[src/rtl/fxp_pkg.sv]
// Shared fixed-point types and constants for the transform pipeline:
// Q8.8 element type, 4x4 row-major matrix type, Q8.8 limits and the
// matrix multiplier controller state encoding.
package fxp_pkg;

    // Signed Q8.8 element
    typedef logic signed [15:0] fxp_t;

    // 4x4 matrix, row-major, element (r,c) at index r*4+c
    typedef logic [15:0][15:0] mat4_t;

    localparam logic [15:0] FXP_ONE = 16'h0100;
    localparam logic [15:0] FXP_MAX = 16'h7FFF;
    localparam logic [15:0] FXP_MIN = 16'h8000;

    // Sequential multiplier controller states
    typedef enum logic [1:0] {
        ST_IDLE = 2'd0,
        ST_MAC  = 2'd1,
        ST_WB   = 2'd2,
        ST_DONE = 2'd3
    } mm_state_t;

    // Row-major flat index of element (row, col) in a 4x4 matrix
    function automatic logic [3:0] mat_idx(input logic [1:0] row, input logic [1:0] col);
        return {row, col};
    endfunction

endpackage

[src/rtl/fxp_mac.sv]
// Fixed-point multiply-accumulate slice.
// acc_out = clr ? 0 : acc_in + a*b  (Q(2*DW-2F).2F accumulator, two guard bits)
// q/ovf   = acc_in narrowed back to Q8.8 by floor truncation of FRAC_BITS.
// Build option MATMUL_SATURATE_EN: out-of-range values clamp to the Q8.8
// limits; otherwise the truncated bits are passed through (wrap). The
// overflow flag is produced the same way in both builds.
module fxp_mac #(
    parameter int DW        = 16,
    parameter int FRAC_BITS = 8,
    parameter int AW        = 2 * DW + 2
) (
    input  logic signed [DW-1:0] i_a,
    input  logic signed [DW-1:0] i_b,
    input  logic signed [AW-1:0] i_acc_in,
    input  logic                 i_clr,
    output logic signed [AW-1:0] o_acc_out,
    output logic        [DW-1:0] o_q,
    output logic                 o_ovf
);

    localparam int HI = AW - 1;
    localparam int LO = FRAC_BITS + DW - 1;

    logic signed [2*DW-1:0] w_prod;
    logic signed [AW-1:0]   w_sum;
    logic        [HI-LO:0]  w_upper;
    logic        [DW-1:0]   w_trunc;

    assign w_prod  = i_a * i_b;
    assign w_sum   = i_acc_in + AW'(w_prod);
    assign w_trunc = i_acc_in[FRAC_BITS+DW-1:FRAC_BITS];

    // Bits above the Q8.8 sign bit must all match the sign to be in range
    assign w_upper = i_acc_in[HI:LO];

    // Accumulate or clear, and narrow the current accumulator to Q8.8
    always_comb begin
        o_acc_out = i_clr ? '0 : w_sum;
        o_ovf     = !((&w_upper) || !(|w_upper));
        o_q       = w_trunc;
`ifdef MATMUL_SATURATE_EN
        if (o_ovf) begin
            o_q = i_acc_in[HI] ? {1'b1, {(DW-1){1'b0}}} : {1'b0, {(DW-1){1'b1}}};
        end
`endif
    end

endmodule

[src/rtl/matrix_mult_seq.sv]
// Sequential 4x4 Q8.8 matrix multiplier, R = A x B, one MAC per cycle.
// Each result element takes 4 MAC cycles and 1 writeback cycle; a whole
// product completes 80 cycles after the accepted start, followed by a
// one-cycle done pulse. Operands are captured at start.
// Build option MATMUL_SATURATE_EN selects clamping of out-of-range
// elements (see fxp_mac); default is two's-complement wrap.
module matrix_mult_seq
    import fxp_pkg::*;
#(
    parameter int FRAC_BITS = 8,
    parameter int DW        = 16
) (
    input  logic                Clk,
    input  logic                Reset,
    input  logic                start,
    input  logic [15:0][DW-1:0] mat_a,
    input  logic [15:0][DW-1:0] mat_b,
    output logic [15:0][DW-1:0] result,
    output logic                busy,
    output logic                done,
    output logic                overflow
);

    localparam int AW = 2 * DW + 2;

    mm_state_t r_state;
    mm_state_t w_state_nxt;

    logic [15:0][DW-1:0]  r_a;
    logic [15:0][DW-1:0]  r_b;
    logic [15:0][DW-1:0]  r_result;
    logic signed [AW-1:0] r_acc;
    logic [1:0]           r_i;
    logic [1:0]           r_j;
    logic [1:0]           r_k;
    logic                 r_ovf;

    logic signed [AW-1:0] w_acc_nxt;
    logic [DW-1:0]        w_q;
    logic                 w_ovf;
    logic                 w_clr;
    logic [3:0]           w_a_idx;
    logic [3:0]           w_b_idx;
    logic [3:0]           w_r_idx;

    // a(i,k) * b(k,j) feeds the MAC, writeback goes to r(i,j)
    assign w_a_idx = mat_idx(r_i, r_k);
    assign w_b_idx = mat_idx(r_k, r_j);
    assign w_r_idx = mat_idx(r_i, r_j);

    // Accumulator only runs in MAC; every other state holds it at zero,
    // which also gives the clear after writeback and before a new product
    assign w_clr = (r_state != ST_MAC);

    fxp_mac #(
        .DW        (DW),
        .FRAC_BITS (FRAC_BITS),
        .AW        (AW)
    ) u_mac (
        .i_a       (r_a[w_a_idx]),
        .i_b       (r_b[w_b_idx]),
        .i_acc_in  (r_acc),
        .i_clr     (w_clr),
        .o_acc_out (w_acc_nxt),
        .o_q       (w_q),
        .o_ovf     (w_ovf)
    );

    // Controller state register
    always_ff @(posedge Clk or posedge Reset) begin
        if (Reset) r_state <= ST_IDLE;
        else       r_state <= w_state_nxt;
    end

    // Next-state and handshake outputs
    always_comb begin
        w_state_nxt = r_state;
        busy        = 1'b0;
        done        = 1'b0;
        case (r_state)
            ST_IDLE: begin
                if (start) w_state_nxt = ST_MAC;
            end
            ST_MAC: begin
                busy = 1'b1;
                if (r_k == 2'd3) w_state_nxt = ST_WB;
            end
            ST_WB: begin
                busy = 1'b1;
                if (w_r_idx == 4'd15) w_state_nxt = ST_DONE;
                else                  w_state_nxt = ST_MAC;
            end
            ST_DONE: begin
                done        = 1'b1;
                w_state_nxt = ST_IDLE;
            end
            default: w_state_nxt = ST_IDLE;
        endcase
    end

    // Accumulator register
    always_ff @(posedge Clk or posedge Reset) begin
        if (Reset) r_acc <= '0;
        else       r_acc <= w_acc_nxt;
    end

    // Operand capture, loop indices, element writeback and sticky overflow
    always_ff @(posedge Clk or posedge Reset) begin
        if (Reset) begin
            r_a      <= '0;
            r_b      <= '0;
            r_result <= '0;
            r_i      <= '0;
            r_j      <= '0;
            r_k      <= '0;
            r_ovf    <= 1'b0;
        end else begin
            case (r_state)
                ST_IDLE: begin
                    if (start) begin
                        r_a   <= mat_a;
                        r_b   <= mat_b;
                        r_ovf <= 1'b0;
                        r_i   <= '0;
                        r_j   <= '0;
                        r_k   <= '0;
                    end
                end
                ST_MAC: begin
                    r_k <= r_k + 2'd1;
                end
                ST_WB: begin
                    r_result[w_r_idx] <= w_q;
                    if (w_ovf) r_ovf <= 1'b1;
                    r_k <= '0;
                    r_j <= r_j + 2'd1;
                    if (r_j == 2'd3) r_i <= r_i + 2'd1;
                end
                default: ;
            endcase
        end
    end

    assign result   = r_result;
    assign overflow = r_ovf;

endmodule

[config.mk]
export PLATFORM = sky130hd
export DESIGN_NAME = matrix_mult_seq
export DESIGN_NICKNAME = d
export VERILOG_FILES = /design/src/rtl/fxp_pkg.sv /design/src/rtl/fxp_mac.sv /design/src/rtl/matrix_mult_seq.sv
export SDC_FILE = /design/constraint.sdc
export NUM_CORES = 2
export LEC_CHECK = 0
export ABC_CLOCK_PERIOD_IN_PS = 40500
export CAP_MARGIN = 20
export CORE_AREA = 2 2 305 307
export CTS_BUF_LIST = sky130_fd_sc_hd__clkbuf_4
export DETAILED_ROUTE_END_ITERATION = 10
export DIE_AREA = 0 0 307 309
export GPL_TIMING_DRIVEN = 0
export HOLD_SLACK_MARGIN = 0.08
export PLACE_DENSITY = 0.82
export SLEW_MARGIN = 10
export SYNTH_ARGS = -nofsm -noshare
export SYNTH_HDL_FRONTEND = slang
export SYNTH_SLANG_ARGS = --single-unit
[constraint.sdc]
create_clock -name Clk -period 40.5 [get_ports Clk]
set_input_delay 8.1 -clock Clk [delete_from_list [all_inputs] [get_ports Clk]]
set_output_delay 8.1 -clock Clk [all_outputs]
set_load 0.03 [all_outputs]
==> key figures <==
Run status
  – Status: finished clean

Worst hold path
  – Hold depth: 2
  – Worst Hold Class: flop to flop
  – Min-delay src: r_b[161]$_DFFE_PP0P_
  – WHS Endpoint: r_b[161]$_DFFE_PP0P_

Place
  – GP Congestion: 0.982
  – Final HPWL DP: 125 mm
  – Port buffer count: 773
  – Placed instance area: 54700 um2

Pwr
  – Seq pwr share: 0.505
  – Max VDD drop: 0.0000347 V
  – Sw Share: 0.237
  – Leak: 29.5 nW
  – Clock power share: 0.446
  – Int Pwr: 1.22 mW
  – Psw: 0.379 mW
  – Total power: 1.60 mW
  – Comb pwr share: 0.049
  – PwrDens: 28.0 nW/um2

STA
  – Endpoints failing hold: 0
  – Worst slew pin tran: 1.18 ns
  – RSZ-0062 raised after global routing: no
  – Minimum clock period: 10.83 ns
  – Max_slew headroom: 0.206
  – Final setup vio count: 0
  – Setup TNS: 0 ns
  – Setup Skew: 0.0994 ns
  – Final period utilization: 0.267
  – Final Slew Violations: 0
  – Achievable Freq: 92.3 MHz
  – Hold Slack: 0.470 ns

Route
  – Via Count: 37400
  – Via-to-Cell Ratio: 5.53
  – WL per Instance: 23.4 um
  – Antenna Nets Post-Route: 0
  – Initial DRT Pass Iterations: 5
  – Final WL: 158 mm
  – Starting DRT DRC Count: 3513
  – Post-route DRC: 0

Clocking
  – Post-CTS Resized: 0
  – Post-CTS Setup Repair Bufs: 0
  – CTS Sinks: 811
  – CTS clk-pin slew, worst paths: 0.06 ns
  – Buffer levels on the longest clock path: 3
  – H-tree Lvls: 4
  – Num CTS Buffers: 202
  – Hold buffers post-CTS: 0
  – Clk root buf: clkbuf_4
  – TritonCTS clock tree: yes
  – Worst-skew pair later-pin latency: 1.12 ns

GRT
  – Initial antenna violation count: 16
  – All-layer global routing usage: 0.337
  – Vias in the first global route: 38800
  – Largest net degree at the start of global routing: 120
  – Grt total ovfl: 0
  – Global-route wire length before repair: 235 mm

Synthesis
  – Top-area cell type share of the netlist area: 0.448
  – Yosys reg bits: 811
  – Synthesized area: 45300 um2
  – Post-Syn Nets: 5371
  – Mapped Cells: 4435
  – Synth Area per Inst: 10.2 um2
  – Sequential share of the synthesized area: 0.448
  – Area leader, netlist: dfrtp_1
  – Fraction of registers with async set/reset: 1.00
  – YS warnings: 0
  – Synth top area cells: dfrtp_1 (45%), nand2_1 (14%), fa_1 (13%), mux4_2 (6.8%), mux2_2 (6.2%)
  – Synth Flop Type: dfrtp_1
  – Post-synth EDFFs: 0
  – Netlist cell types: 56

Final layout
  – Layout cell share with drive strength beyond 1: 0.138
  – Most frequent cells in the layout: nand2_1 (1717), dfrtp_1 (811), clkdlybuf4s50_1 (773)
  – Commonest non-fill, non-tap cell in the layout: nand2_1
  – Final design utilization: 0.627
  – Final Instance Area: 57300 um2
  – Final-layout fill cell count: 7252
  – Nets: 6357
  – Syn-to-layout area delta: 26.7%

Worst setup path
  – Critical R2R Launch: r_j[1]$_DFFE_PP0P_
  – Worst setup SP type: flop
  – RR Endpoint: r_acc[24]$_DFF_PP0_
  – Critical Path Max Stage Delay: 0.80 ns
  – Crit Path Class: flop to primary output
  – Worst path arrival time: 2.73 ns
  – CP cell instances: inv_1 > ha_1 > clkdlybuf4s50_1
  – CP max stage cell: clkdlybuf4s50_1
  – R2r setup slk: 30.59 ns
  – Worst r2r path cells: 26
  – Worst Path Required: 32.40 ns
  – CP Capture Type: primary output
  – CP max FO: 4

Floorplanning
  – Die footprint: 94900 um2
  – Initial core utilization: 0.495
  – Die width: 307 um
  – FP Rows: 111
  – # IOs: 774
  – CORE AREA: 91400 um2
  – Die Ht: 309 um

Job
  – # Max-Cap Violations: 0
critical path, delay by kind of cell (launching register included):
family / cells / cell delay, ns
flops: 1 / 0.40
buf+inv: 2 / 0.91
fa+ha+maj: 1 / 0.33
synth_stat cells, types with 2 or more instances:
| library cell | number |
|---|---|
| buf_2 | 28 |
| mux2i_1 | 16 |
| dfrtp_1 | 811 |
| nor2b_1 | 12 |
| and2_1 | 12 |
| o21ai_2 | 5 |
| nor4_1 | 5 |
| o221ai_1 | 3 |
| o211ai_1 | 6 |
| clkbuf_1 | 177 |
| a21o_1 | 11 |
| nand2_1 | 1717 |
| a21oi_1 | 28 |
| a211oi_1 | 7 |
| inv_1 | 353 |
| and3_1 | 3 |
| buf_4 | 8 |
| nand2b_1 | 21 |
| nor3b_1 | 3 |
| nand4_1 | 7 |
| nor3_1 | 9 |
| inv_2 | 11 |
| mux4_2 | 136 |
| a22o_1 | 2 |
| fa_1 | 305 |
| o21bai_1 | 5 |
| nand3_1 | 41 |
| xnor2_1 | 16 |
| o21ai_1 | 19 |
| buf_1 | 10 |
| xor2_1 | 9 |
| ha_1 | 116 |
| o21ai_0 | 38 |
| o21a_1 | 15 |
| mux2_2 | 251 |
| nor2_1 | 191 |
| a31oi_1 | 9 |
layout make-up:
| class | instances | area [um2] | share of cell area |
|---|---|---|---|
| Antenna cell | 17 | 42.5 | 0.000742 |
| Clock inverter | 55 | 454 | 0.00792 |
| Sequential cell | 811 | 20300 | 0.354 |
| Tap cell | 1186 | 1480 | 0.0259 |
| Timing Repair Buffer | 782 | 7960 | 0.139 |
| Inverter | 365 | 1380 | 0.0240 |
| Multi-Input combinational cell | 3035 | 22700 | 0.395 |
| Buffer | 224 | 913 | 0.0159 |
| Clock buffer | 285 | 2140 | 0.0373 |
worst max path at each step:
stage	from	to	slack (ns)	cells past startpoint
3_5_place_dp	start	r_a[204]$_DFFE_PP0P_	29.08	7
5_1_grt	r_state[0]$_DFFE_PP0P_	busy	29.46	3
4_1_cts	r_state[0]$_DFFE_PP0P_	busy	29.45	3
2_1_floorplan	Reset	overflow$_DFFE_PP0P_	9.62	1
3_3_place_gp	Reset	r_a[150]$_DFFE_PP0P_	0.87	2
6_report	r_state[0]$_DFFE_PP0P_	busy	29.67	3
flip-flops by register name (all words and copies together) (netlist names):
signal,count
overflow,1
r_a,256
r_acc,34
r_b,256
r_i,2
r_j,2
r_k,2
r_state,2
result,256
power groups by stage:
stage / combinational [mW] / clock [mW] / sequential, mW
floorplan: 0.0123 / 0 / 0.826
global placement: 0.0762 / 0 / 0.827
detailed placement: 0.0784 / 0 / 0.825
CTS: 0.0788 / 0.724 / 0.810
global route: 0.0831 / 0.764 / 0.809
finish: 0.0790 / 0.715 / 0.810
cell families after synthesis:
kind of cell             count (synthesis)  synth area share
multiplexers                           403             0.134
AND/OR/NAND/NOR                       2026             0.173
XOR/XNOR                                25           0.00484
flip-flops                             811             0.448
buffers and inverters                  589            0.0505
AO/OA/AOI/OAI                          160            0.0222
adder cells (fa/ha/maj)                421             0.167
layer usage:
layer / global-route usage / part of all wire / up-vias
met4: 0.204 / 0.066 / 2
met5: 0 / 0.000076 / -
li1: - / - / 16100
met1: 0.410 / 0.36 / 18500
met3: 0.0980 / 0.11 / 498
met2: 0.534 / 0.46 / 2297
stage by stage:
| stage | instances | setup WS [ns] |
|---|---|---|
| 2_1_floorplan | 4435 | 9.62 |
| 3_3_place_gp | 6394 | 0.871 |
| 3_5_place_dp | 6402 | 29.08 |
| 4_1_cts | 6742 | 29.45 |
| 5_1_grt | 6758 | 29.46 |
| 6_report | 6760 | 29.67 |
Note: power is estimated with default switching activity, not from simulation.
